--- src/rtl/id_ex_stage_if.sv ---
// Bundle of signals between the decode stage, its upstream issue logic and the ALU.
// The decode stage connects through the slave modport; the driver/consumer side uses master.
interface id_ex_stage_if #(
  parameter int XLEN = 32
);
  logic            flush;
  logic            in_valid;
  logic            in_ready;
  logic [31:0]     instr;
  logic [XLEN-1:0] pc;
  logic [XLEN-1:0] rs1_data;
  logic [XLEN-1:0] rs2_data;
  logic            fwd_we;
  logic [4:0]      fwd_rd;
  logic [XLEN-1:0] fwd_data;
  logic            out_valid;
  logic            out_ready;
  logic [XLEN-1:0] alu_a;
  logic [XLEN-1:0] alu_b;
  logic [3:0]      alu_ctrl;
  logic [4:0]      rd;
  logic            rd_we;
  logic            is_branch;
  logic            br_invert;
  logic            illegal;
  logic [XLEN-1:0] pc_q;

  modport slave (
    input  flush, in_valid, instr, pc, rs1_data, rs2_data,
           fwd_we, fwd_rd, fwd_data, out_ready,
    output in_ready, out_valid, alu_a, alu_b, alu_ctrl, rd, rd_we,
           is_branch, br_invert, illegal, pc_q
  );

  modport master (
    output flush, in_valid, instr, pc, rs1_data, rs2_data,
           fwd_we, fwd_rd, fwd_data, out_ready,
    input  in_ready, out_valid, alu_a, alu_b, alu_ctrl, rd, rd_we,
           is_branch, br_invert, illegal, pc_q
  );
endinterface

--- src/rtl/id_ex_stage.sv ---
// RV32I decode/operand stage feeding the ALU through an ID/EX register with valid/ready and flush.
// Define ALU_FWD_EN to substitute the in-flight writeback result for matching source registers.
module id_ex_stage #(
  parameter int XLEN = 32
) (
  input  logic          clk,
  input  logic          rst,
  id_ex_stage_if.slave  pipe_io
);

  typedef enum logic [3:0] {
    ALU_ADD  = 4'd0,  ALU_SUB  = 4'd1,  ALU_AND = 4'd2, ALU_OR   = 4'd3,
    ALU_XOR  = 4'd4,  ALU_SLL  = 4'd5,  ALU_SRL = 4'd6, ALU_SRA  = 4'd7,
    ALU_EQ   = 4'd8,  ALU_ULT  = 4'd9,  ALU_UGTE = 4'd10, ALU_SLT = 4'd11,
    ALU_SGTE = 4'd12
  } aluOp_e;

  localparam logic [6:0] OPC_OP     = 7'b0110011;
  localparam logic [6:0] OPC_OPIMM  = 7'b0010011;
  localparam logic [6:0] OPC_LOAD   = 7'b0000011;
  localparam logic [6:0] OPC_STORE  = 7'b0100011;
  localparam logic [6:0] OPC_BRANCH = 7'b1100011;
  localparam logic [6:0] OPC_LUI    = 7'b0110111;
  localparam logic [6:0] OPC_AUIPC  = 7'b0010111;

  function automatic aluOp_e arithOp(input logic [2:0] f3, input logic subSel, input logic sraSel);
    case (f3)
      3'd0:    return subSel ? ALU_SUB : ALU_ADD;
      3'd1:    return ALU_SLL;
      3'd2:    return ALU_SLT;
      3'd3:    return ALU_ULT;
      3'd4:    return ALU_XOR;
      3'd5:    return sraSel ? ALU_SRA : ALU_SRL;
      3'd6:    return ALU_OR;
      default: return ALU_AND;
    endcase
  endfunction

  logic [6:0]      opcode;
  logic [2:0]      funct3;
  logic [4:0]      rdIdx, rs1Idx, rs2Idx;
  logic [XLEN-1:0] immI, immS, immU, shamt;
  logic [XLEN-1:0] rs1Val, rs2Val;
  logic            accept;

  logic            valid_q;
  logic [XLEN-1:0] aluA_q, aluA_d, aluB_q, aluB_d, pcReg_q;
  aluOp_e          aluCtrl_q, aluCtrl_d;
  logic [4:0]      rd_q;
  logic            rdWe_q, rdWe_d, isBranch_q, isBranch_d;
  logic            brInvert_q, brInvert_d, illegal_q, illegal_d;

  assign opcode = pipe_io.instr[6:0];
  assign funct3 = pipe_io.instr[14:12];
  assign rdIdx  = pipe_io.instr[11:7];
  assign rs1Idx = pipe_io.instr[19:15];
  assign rs2Idx = pipe_io.instr[24:20];
  assign immI   = XLEN'($signed(pipe_io.instr[31:20]));
  assign immS   = XLEN'($signed({pipe_io.instr[31:25], pipe_io.instr[11:7]}));
  assign immU   = XLEN'($signed({pipe_io.instr[31:12], 12'b0}));
  assign shamt  = XLEN'(pipe_io.instr[24:20]);

`ifdef ALU_FWD_EN
  assign rs1Val = (pipe_io.fwd_we && pipe_io.fwd_rd != 5'd0 && pipe_io.fwd_rd == rs1Idx)
                  ? pipe_io.fwd_data : pipe_io.rs1_data;
  assign rs2Val = (pipe_io.fwd_we && pipe_io.fwd_rd != 5'd0 && pipe_io.fwd_rd == rs2Idx)
                  ? pipe_io.fwd_data : pipe_io.rs2_data;
`else
  logic unusedFwd;
  assign unusedFwd = ^{pipe_io.fwd_we, pipe_io.fwd_rd, pipe_io.fwd_data, rs1Idx, rs2Idx};
  assign rs1Val    = pipe_io.rs1_data;
  assign rs2Val    = pipe_io.rs2_data;
`endif

  always_comb begin
    aluA_d     = rs1Val;
    aluB_d     = rs2Val;
    aluCtrl_d  = ALU_ADD;
    rdWe_d     = 1'b0;
    isBranch_d = 1'b0;
    brInvert_d = 1'b0;
    illegal_d  = 1'b0;
    case (opcode)
      OPC_OP: begin
        aluCtrl_d = arithOp(funct3, pipe_io.instr[30], pipe_io.instr[30]);
        rdWe_d    = 1'b1;
      end
      OPC_OPIMM: begin
        // Shift immediates carry only the shamt field; funct7 bits select SRA
        aluB_d    = (funct3 == 3'd1 || funct3 == 3'd5) ? shamt : immI;
        aluCtrl_d = arithOp(funct3, 1'b0, pipe_io.instr[30]);
        rdWe_d    = 1'b1;
      end
      OPC_LOAD: begin
        aluB_d = immI;
        rdWe_d = 1'b1;
      end
      OPC_STORE: aluB_d = immS;
      OPC_BRANCH: begin
        isBranch_d = 1'b1;
        case (funct3)
          3'd0: aluCtrl_d = ALU_EQ;
          3'd1: begin
            aluCtrl_d  = ALU_EQ;
            brInvert_d = 1'b1;
          end
          3'd4: aluCtrl_d = ALU_SLT;
          3'd5: aluCtrl_d = ALU_SGTE;
          3'd6: aluCtrl_d = ALU_ULT;
          3'd7: aluCtrl_d = ALU_UGTE;
          default: illegal_d = 1'b1;
        endcase
      end
      OPC_LUI: begin
        aluA_d = '0;
        aluB_d = immU;
        rdWe_d = 1'b1;
      end
      OPC_AUIPC: begin
        aluA_d = pipe_io.pc;
        aluB_d = immU;
        rdWe_d = 1'b1;
      end
      default: illegal_d = 1'b1;
    endcase
    if (rdIdx == 5'd0) rdWe_d = 1'b0;
  end

  assign pipe_io.in_ready = !valid_q || pipe_io.out_ready;
  assign accept           = pipe_io.in_valid && pipe_io.in_ready;

  // Reset beats flush, flush beats accept; payload only moves on accept so holds are free
  always_ff @(posedge clk) begin
    if (rst) begin
      valid_q    <= 1'b0;
      aluA_q     <= '0;
      aluB_q     <= '0;
      aluCtrl_q  <= ALU_ADD;
      rd_q       <= '0;
      rdWe_q     <= 1'b0;
      isBranch_q <= 1'b0;
      brInvert_q <= 1'b0;
      illegal_q  <= 1'b0;
      pcReg_q    <= '0;
    end else if (pipe_io.flush) begin
      valid_q <= 1'b0;
    end else if (accept) begin
      valid_q    <= 1'b1;
      aluA_q     <= aluA_d;
      aluB_q     <= aluB_d;
      aluCtrl_q  <= aluCtrl_d;
      rd_q       <= rdIdx;
      rdWe_q     <= rdWe_d;
      isBranch_q <= isBranch_d;
      brInvert_q <= brInvert_d;
      illegal_q  <= illegal_d;
      pcReg_q    <= pipe_io.pc;
    end else if (pipe_io.out_ready) begin
      valid_q <= 1'b0;
    end
  end

  assign pipe_io.out_valid = valid_q;
  assign pipe_io.alu_a     = aluA_q;
  assign pipe_io.alu_b     = aluB_q;
  assign pipe_io.alu_ctrl  = aluCtrl_q;
  assign pipe_io.rd        = rd_q;
  assign pipe_io.rd_we     = rdWe_q;
  assign pipe_io.is_branch = isBranch_q;
  assign pipe_io.br_invert = brInvert_q;
  assign pipe_io.illegal   = illegal_q;
  assign pipe_io.pc_q      = pcReg_q;

endmodule

--- src/flat_wrapper.sv ---
// flat-port wrapper written by rule: the top's interface ports become plain ports
module id_ex_stage_flat 
#(
  parameter int XLEN = 32
)
  (clk, rst, pipe_io_flush, pipe_io_in_valid, pipe_io_instr, pipe_io_pc, pipe_io_rs1_data, pipe_io_rs2_data, pipe_io_fwd_we, pipe_io_fwd_rd, pipe_io_fwd_data, pipe_io_out_ready, pipe_io_in_ready, pipe_io_out_valid, pipe_io_alu_a, pipe_io_alu_b, pipe_io_alu_ctrl, pipe_io_rd, pipe_io_rd_we, pipe_io_is_branch, pipe_io_br_invert, pipe_io_illegal, pipe_io_pc_q);
  id_ex_stage_if #(.XLEN(XLEN)) pipe_io_i ();
  input  logic clk;
  input  logic rst;
  input wire logic [$bits(pipe_io_i.flush)-1:0] pipe_io_flush;
  input wire logic [$bits(pipe_io_i.in_valid)-1:0] pipe_io_in_valid;
  input wire logic [$bits(pipe_io_i.instr)-1:0] pipe_io_instr;
  input wire logic [$bits(pipe_io_i.pc)-1:0] pipe_io_pc;
  input wire logic [$bits(pipe_io_i.rs1_data)-1:0] pipe_io_rs1_data;
  input wire logic [$bits(pipe_io_i.rs2_data)-1:0] pipe_io_rs2_data;
  input wire logic [$bits(pipe_io_i.fwd_we)-1:0] pipe_io_fwd_we;
  input wire logic [$bits(pipe_io_i.fwd_rd)-1:0] pipe_io_fwd_rd;
  input wire logic [$bits(pipe_io_i.fwd_data)-1:0] pipe_io_fwd_data;
  input wire logic [$bits(pipe_io_i.out_ready)-1:0] pipe_io_out_ready;
  output wire logic [$bits(pipe_io_i.in_ready)-1:0] pipe_io_in_ready;
  output wire logic [$bits(pipe_io_i.out_valid)-1:0] pipe_io_out_valid;
  output wire logic [$bits(pipe_io_i.alu_a)-1:0] pipe_io_alu_a;
  output wire logic [$bits(pipe_io_i.alu_b)-1:0] pipe_io_alu_b;
  output wire logic [$bits(pipe_io_i.alu_ctrl)-1:0] pipe_io_alu_ctrl;
  output wire logic [$bits(pipe_io_i.rd)-1:0] pipe_io_rd;
  output wire logic [$bits(pipe_io_i.rd_we)-1:0] pipe_io_rd_we;
  output wire logic [$bits(pipe_io_i.is_branch)-1:0] pipe_io_is_branch;
  output wire logic [$bits(pipe_io_i.br_invert)-1:0] pipe_io_br_invert;
  output wire logic [$bits(pipe_io_i.illegal)-1:0] pipe_io_illegal;
  output wire logic [$bits(pipe_io_i.pc_q)-1:0] pipe_io_pc_q;
  assign pipe_io_i.flush = pipe_io_flush;
  assign pipe_io_i.in_valid = pipe_io_in_valid;
  assign pipe_io_i.instr = pipe_io_instr;
  assign pipe_io_i.pc = pipe_io_pc;
  assign pipe_io_i.rs1_data = pipe_io_rs1_data;
  assign pipe_io_i.rs2_data = pipe_io_rs2_data;
  assign pipe_io_i.fwd_we = pipe_io_fwd_we;
  assign pipe_io_i.fwd_rd = pipe_io_fwd_rd;
  assign pipe_io_i.fwd_data = pipe_io_fwd_data;
  assign pipe_io_i.out_ready = pipe_io_out_ready;
  assign pipe_io_in_ready = pipe_io_i.in_ready;
  assign pipe_io_out_valid = pipe_io_i.out_valid;
  assign pipe_io_alu_a = pipe_io_i.alu_a;
  assign pipe_io_alu_b = pipe_io_i.alu_b;
  assign pipe_io_alu_ctrl = pipe_io_i.alu_ctrl;
  assign pipe_io_rd = pipe_io_i.rd;
  assign pipe_io_rd_we = pipe_io_i.rd_we;
  assign pipe_io_is_branch = pipe_io_i.is_branch;
  assign pipe_io_br_invert = pipe_io_i.br_invert;
  assign pipe_io_illegal = pipe_io_i.illegal;
  assign pipe_io_pc_q = pipe_io_i.pc_q;
  id_ex_stage #(.XLEN(XLEN)) u_core (.clk(clk), .rst(rst), .pipe_io(pipe_io_i));
endmodule
--- config.mk ---
export PLATFORM = sky130hd
export DESIGN_NAME = id_ex_stage_flat
export DESIGN_NICKNAME = d
export VERILOG_FILES = /design/src/rtl/id_ex_stage_if.sv /design/src/rtl/id_ex_stage.sv /design/src/flat_wrapper.sv
export SDC_FILE = /design/constraint.sdc
export NUM_CORES = 1
export LEC_CHECK = 0
export CORE_MARGIN = 1
export CORE_UTILIZATION = 39
export CTS_BUF_LIST = sky130_fd_sc_hd__clkbuf_8 sky130_fd_sc_hd__clkbuf_16
export DETAILED_ROUTE_END_ITERATION = 7
export PLACE_DENSITY = 0.81
export SYNTH_ARGS = -nofsm -noshare
export SYNTH_HDL_FRONTEND = slang
export SYNTH_SLANG_ARGS = --single-unit
--- constraint.sdc ---
create_clock -name clk -period 2.1 [get_ports clk]
set_input_delay 0.63 -clock clk [delete_from_list [all_inputs] [get_ports clk]]
set_output_delay 0.63 -clock clk [all_outputs]
set_load 0.01 [all_outputs]
Word-level counts from Yosys, hierarchy flattened
Index checks and enable logic that the tools add are counted.
{"block": "word_totals", "register_bits": 110, "in_bits": 171, "wordCells": 57}
{"block": "classes", "n_eq_ne": 14, "mux": 18, "n_bitwise": 1, "n_reduce_logical": 14}
{"operator": "$pmux 32 s4", "n": 1}
{"operator": "$pmux 32 s2", "n": 1}
{"operator": "$pmux 4 s7", "n": 2}
{"operator": "$mux 32", "n": 1}
{"operator": "$eq 7x6->1 const B", "n": 3}
{"operator": "$pmux 4 s5", "n": 1}
{"operator": "$eq 7x5->1 const B", "n": 2}
{"operator": "$eq 3x3->1 const B", "n": 4}
{"operator": "$pmux 4 s3", "n": 1}
{"operator": "$reduce_or 6->1", "n": 2}
{"operator": "$mux 1", "n": 10}
{"operator": "$eq 7x2->1 const B", "n": 1}
{"operator": "$eq 7x7->1 const B", "n": 1}
{"operator": "$eq 3x2->1 const B", "n": 2}
{"operator": "$reduce_or 2->1", "n": 3}
{"operator": "$logic_not 5->1", "n": 1}
{"operator": "$reduce_or 5->1", "n": 1}
{"operator": "$eq 3x1->1 const B", "n": 1}
{"operator": "$logic_not 3->1", "n": 1}
{"operator": "$logic_or 1x1->1", "n": 2}
{"operator": "$pmux 1 s2", "n": 1}
{"operator": "$reduce_and 2->1", "n": 1}
{"operator": "$reduce_bool 2->1", "n": 1}
{"operator": "$logic_and 1x1->1", "n": 1}
{"operator": "other kinds (2)", "n": 2}

Logic depth before layout (Yosys ltp)
{"block": "logic_depth", "ltp_word": 4, "ltp_mapped": 6, "mapped_depth_nobuf": 5}

Worst setup path before layout
OpenSTA, ideal clock, no wires.
{"block": "synth_timing", "path_type": "in2reg", "startpoint": "in pipe_io_instr[2]", "endpoint": "reg u_core.brInvert_q (netlist: u_core.pipe_io.br_invert)", "setup_ns": 0.070, "arrival_time_ns": 1.684, "slack_ns": 0.346, "path_stages": 4, "n_path_buf": 0, "path_cell_list": "and4bb_4 nand4b_4 or4_1 a21oi_1"}
{"block": "synth_via", "elab_chain_cells": 2}
{"item": "from (decl)", "line_no": "flat_wrapper.sv:12", "source": "input wire logic [$bits(pipe_io_i.instr)-1:0] pipe_io_instr;"}
{"item": "$eq 7x7->1", "line_no": "id_ex_stage.sv:83", "source": "case (opcode)"}
{"item": "$mux 1", "line_no": "id_ex_stage.sv:83"}
{"item": "to (signal assigned)", "line_no": "id_ex_stage.sv:155", "source": "brInvert_q <= brInvert_d;"}
{"item": "to (decl)", "line_no": "id_ex_stage.sv:51", "source": "logic brInvert_q, brInvert_d, illegal_q, illegal_d;"}
No other way between the ends.
A chain may end at the register's enable or synchronous reset.

Worst setup path after layout
{"block": "layout_timing", "startpoint": "in pipe_io_instr[1]", "endpoint": "reg u_core.aluA_q[5] (netlist: u_core.pipe_io.alu_a[5])"}
{"block": "layout_via", "elab_chain_cells": 2}
{"item": "$eq 7x5->1 or $eq 7x6->1 (tied branches)", "line_no": "id_ex_stage.sv:83"}
{"item": "$pmux 32 s2 *", "line_no": "id_ex_stage.sv:83"}
{"item": "to (signal assigned)", "line_no": "id_ex_stage.sv:149", "source": "aluA_q <= aluA_d;"}
{"item": "to (decl)", "line_no": "id_ex_stage.sv:47", "source": "logic [XLEN-1:0] aluA_q, aluA_d, aluB_q, aluB_d, pcReg_q;"}
Every way passes the cells marked *; elsewhere a longest branch is shown, timed or not.

==> summary.txt <==
Slew HR -> 0.778
first-pass GRT wire length -> 26200 um
Total Die Area -> 13400 um^2
number of enable flip-flop cells after synthesis -> 0
class of the tightest hold or removal check -> reg2reg
number of global-route vias before repair -> 5248
run status -> finished clean
number of slew-limit violations in the final report -> 0
clock input transition at the sequential cells of the worst setup and hold paths -> 0.07 ns
Total Wirelength -> 17700 um
routability cong. -> 0.774
Crit-path slowest cell -> clkdlybuf4s50_1
number of buffers added by the clock tree synthesis step -> 9
register bit total from synthesis -> 110
unrepaired setup endpoints after global routing -> no
initial standard-cell utilization of the core -> 0.399
sinks on the clock net -> 110
total negative slack -> 0 ns
most frequent cells in the layout -> clkdlybuf4s50_1 (240), nand2_1 (119), dfxtp_1 (110)
clock latency reported for the late side of the worst-skew pair -> 0.34 ns
Tot GR Track Use -> 0.253
total count of hold-check failures in the final report -> 0
sort of element at the start of the critical path -> input port
final period utilization -> 0.959
Non-Filler Instances -> 1031
total core area -> 12600 um^2
leading cell type in the layout, fill and taps excluded -> clkdlybuf4s50_1
post-layout minimum cycle time -> 2.01 ns
largest net degree at the start of global routing -> 39
total congestion overflow -> 0
post-synthesis instance total -> 583
areal power density over the cells -> 609 nW/um^2
synthesized area per cell -> 8.64 um^2
# nets final -> 1024
number of antenna violations at the first check in global routing -> 1
antenna viol nets, final -> 0
number of warnings reported in the yosys synthesis log -> 0
syn_nets -> 754
max-cap violation count -> 0
largest driver fanout on the critical path -> 26
share of cells above drive strength 1 -> 0.163
IO Pins -> 282
Peak VDD IR -> 0.410 mV
Cell Count Post-Placement -> 1000
type of destination of the critical path -> register
Layout Area Growth over Synthesis -> 68.2%
Iteration-0 DRC Markers -> 382
static leakage -> 3.17 nW
total number of vias -> 5411
crit path DAT -> 2.26 ns
number of placement rows -> 41
Seq/Total Area, Yosys -> 0.437
critical path cell sequence -> clkdlybuf4s50_1, and3b_2, and3_2, buf_12, nand3b_1, a311oi_1
root buffer cell -> clkbuf_16
path type of the worst setup path -> in2reg
count of endpoints failing setup in the final report -> 0
number of buffers added on ports -> 243
CP max stage delay -> 0.48 ns
CTS tree -> built
count of different cell masters after synthesis -> 44
post-route core utilization -> 0.672
Detail Placement HPWL -> 12700 um
share of flip-flops with an asynchronous set or reset after synthesis -> 0
highest attainable clock frequency -> 497 MHz
worst endpoint required time -> 2.34 ns
first drt pass iteration count -> 5
H-Tree Level Count -> 3
cell area after synthesis -> 5040 um^2
die width -> 116 um
Clock Path Buffers -> 2
DR WL/cell -> 17.1 um
via-per-instance ratio -> 5.25
dominant register cell in the synthesized netlist -> dfxtp_1
Setup Skew -> 0.00515 ns
Chip Height -> 116 um
Total Power Consumption -> 5.16 mW
actual slew at the worst max-slew pin -> 0.328 ns
Post-route DRC -> 0
==> layer usage <==
layer | GRT usage | up-vias | routed length [um]
li1 | - | 2602 | -
met1 | 0.299 | 2547 | 7260
met2 | 0.441 | 231 | 8700
met3 | 0.0669 | 29 | 1360
met4 | 0.0923 | 2 | 327
met5 | 0 | - | 11
==> repair_timing <==
action / CTS / global route
cloned: 0 / 5
gates resized for setup: 4 / 5
pin swaps: 0 / 8
setup buffers: 1 / 8
hold buffers: 0 / 0
endpoints found under the setup margin: 1 / 48
==> cells by family after synthesis <==
kind of cell / share of synthesized area
flops: 0.437
mux: 0.00199
simple gates: 0.252
buf+inv: 0.0593
compound gates: 0.249
==> synthesized netlist by cell type, drive strengths merged (2+ instances only) <==
cell type | number | area share
nand3b | 40 | 0.060
a221oi | 5 | 0.0087
nor3 | 7 | 0.0070
nor2 | 71 | 0.053
clkbuf | 30 | 0.022
inv | 7 | 0.0052
a311oi | 38 | 0.073
a22oi | 20 | 0.047
dfxtp | 110 | 0.44
nand2 | 119 | 0.089
or4 | 3 | 0.0045
o21ai | 9 | 0.0089
nor3b | 2 | 0.0040
buf | 23 | 0.032
a21oi | 44 | 0.044
nand3 | 9 | 0.0089
a211oi | 22 | 0.054
nand2b | 4 | 0.0050
nor2b | 4 | 0.0055
==> area by class of cell <==
class / instances / area (um^2)
Fill cell: 1013 / 4140
Timing Repair Buffer: 312 / 3170
Multi-Input combinational cell: 413 / 2560
Sequential cell: 110 / 2200
Clock buffer: 11 / 253
Tap cell: 172 / 215
Clock inverter: 5 / 50.0
Inverter: 7 / 26.3
Antenna cell: 1 / 2.50
==> metrics by stage <==
stage / area [um^2] / hold slack (ns) / setup WS [ns]
after floorplan: 5040 / 0.476 / 0.346
after global placement: 7970 / 0.442 / -0.294
after detailed placement: 7970 / 0.446 / -0.322
after CTS: 8290 / 0.456 / 0.0191
after global routing: 8470 / 0.476 / 0.00139
final: 8480 / 0.455 / 0.0867
==> sequential cells by signal, summed over array words and instances (netlist names) <==
signal / flops
u_core.pipe_io.alu_a: 32
u_core.pipe_io.alu_b: 32
u_core.pipe_io.pc_q: 32
u_core.pipe_io.rd: 5
u_core.pipe_io.alu_ctrl: 4
u_core.pipe_io.br_invert: 1
u_core.pipe_io.illegal: 1
u_core.pipe_io.is_branch: 1
u_core.pipe_io.out_valid: 1
u_core.pipe_io.rd_we: 1
==> power by group <==
part | switching (mW) | internal [mW] | leakage, nW
clock network | 0.754 | 0.981 | 0.154
registers | 0.0644 | 2.21 | 0.903
logic | 0.487 | 0.669 | 2.11
==> critical path, delay by kind of cell <==
family	cells	cell delay, ns
AOI/OAI and AO/OA	1	0.30
and+or+nand+nor	3	0.63
buffers and inverters	2	0.68
==> path summary, 6_finish.rpt <==
| check | start | to | slack, ns | cells after the start |
|---|---|---|---|---|
| worst max-delay path | pipe_io_instr[1] | u_core.pipe_io.alu_a[5] | 0.09 | 6 |
| worst min register to register | u_core.pipe_io.alu_ctrl[3] | u_core.pipe_io.alu_ctrl[3] | 0.46 | 2 |
| worst min-delay path | u_core.pipe_io.alu_ctrl[3] | u_core.pipe_io.alu_ctrl[3] | 0.46 | 2 |
| worst max register to register | u_core.pipe_io.out_valid | u_core.pipe_io.alu_b[31] | 0.31 | 9 |
(Power assumes the default switching activity.)
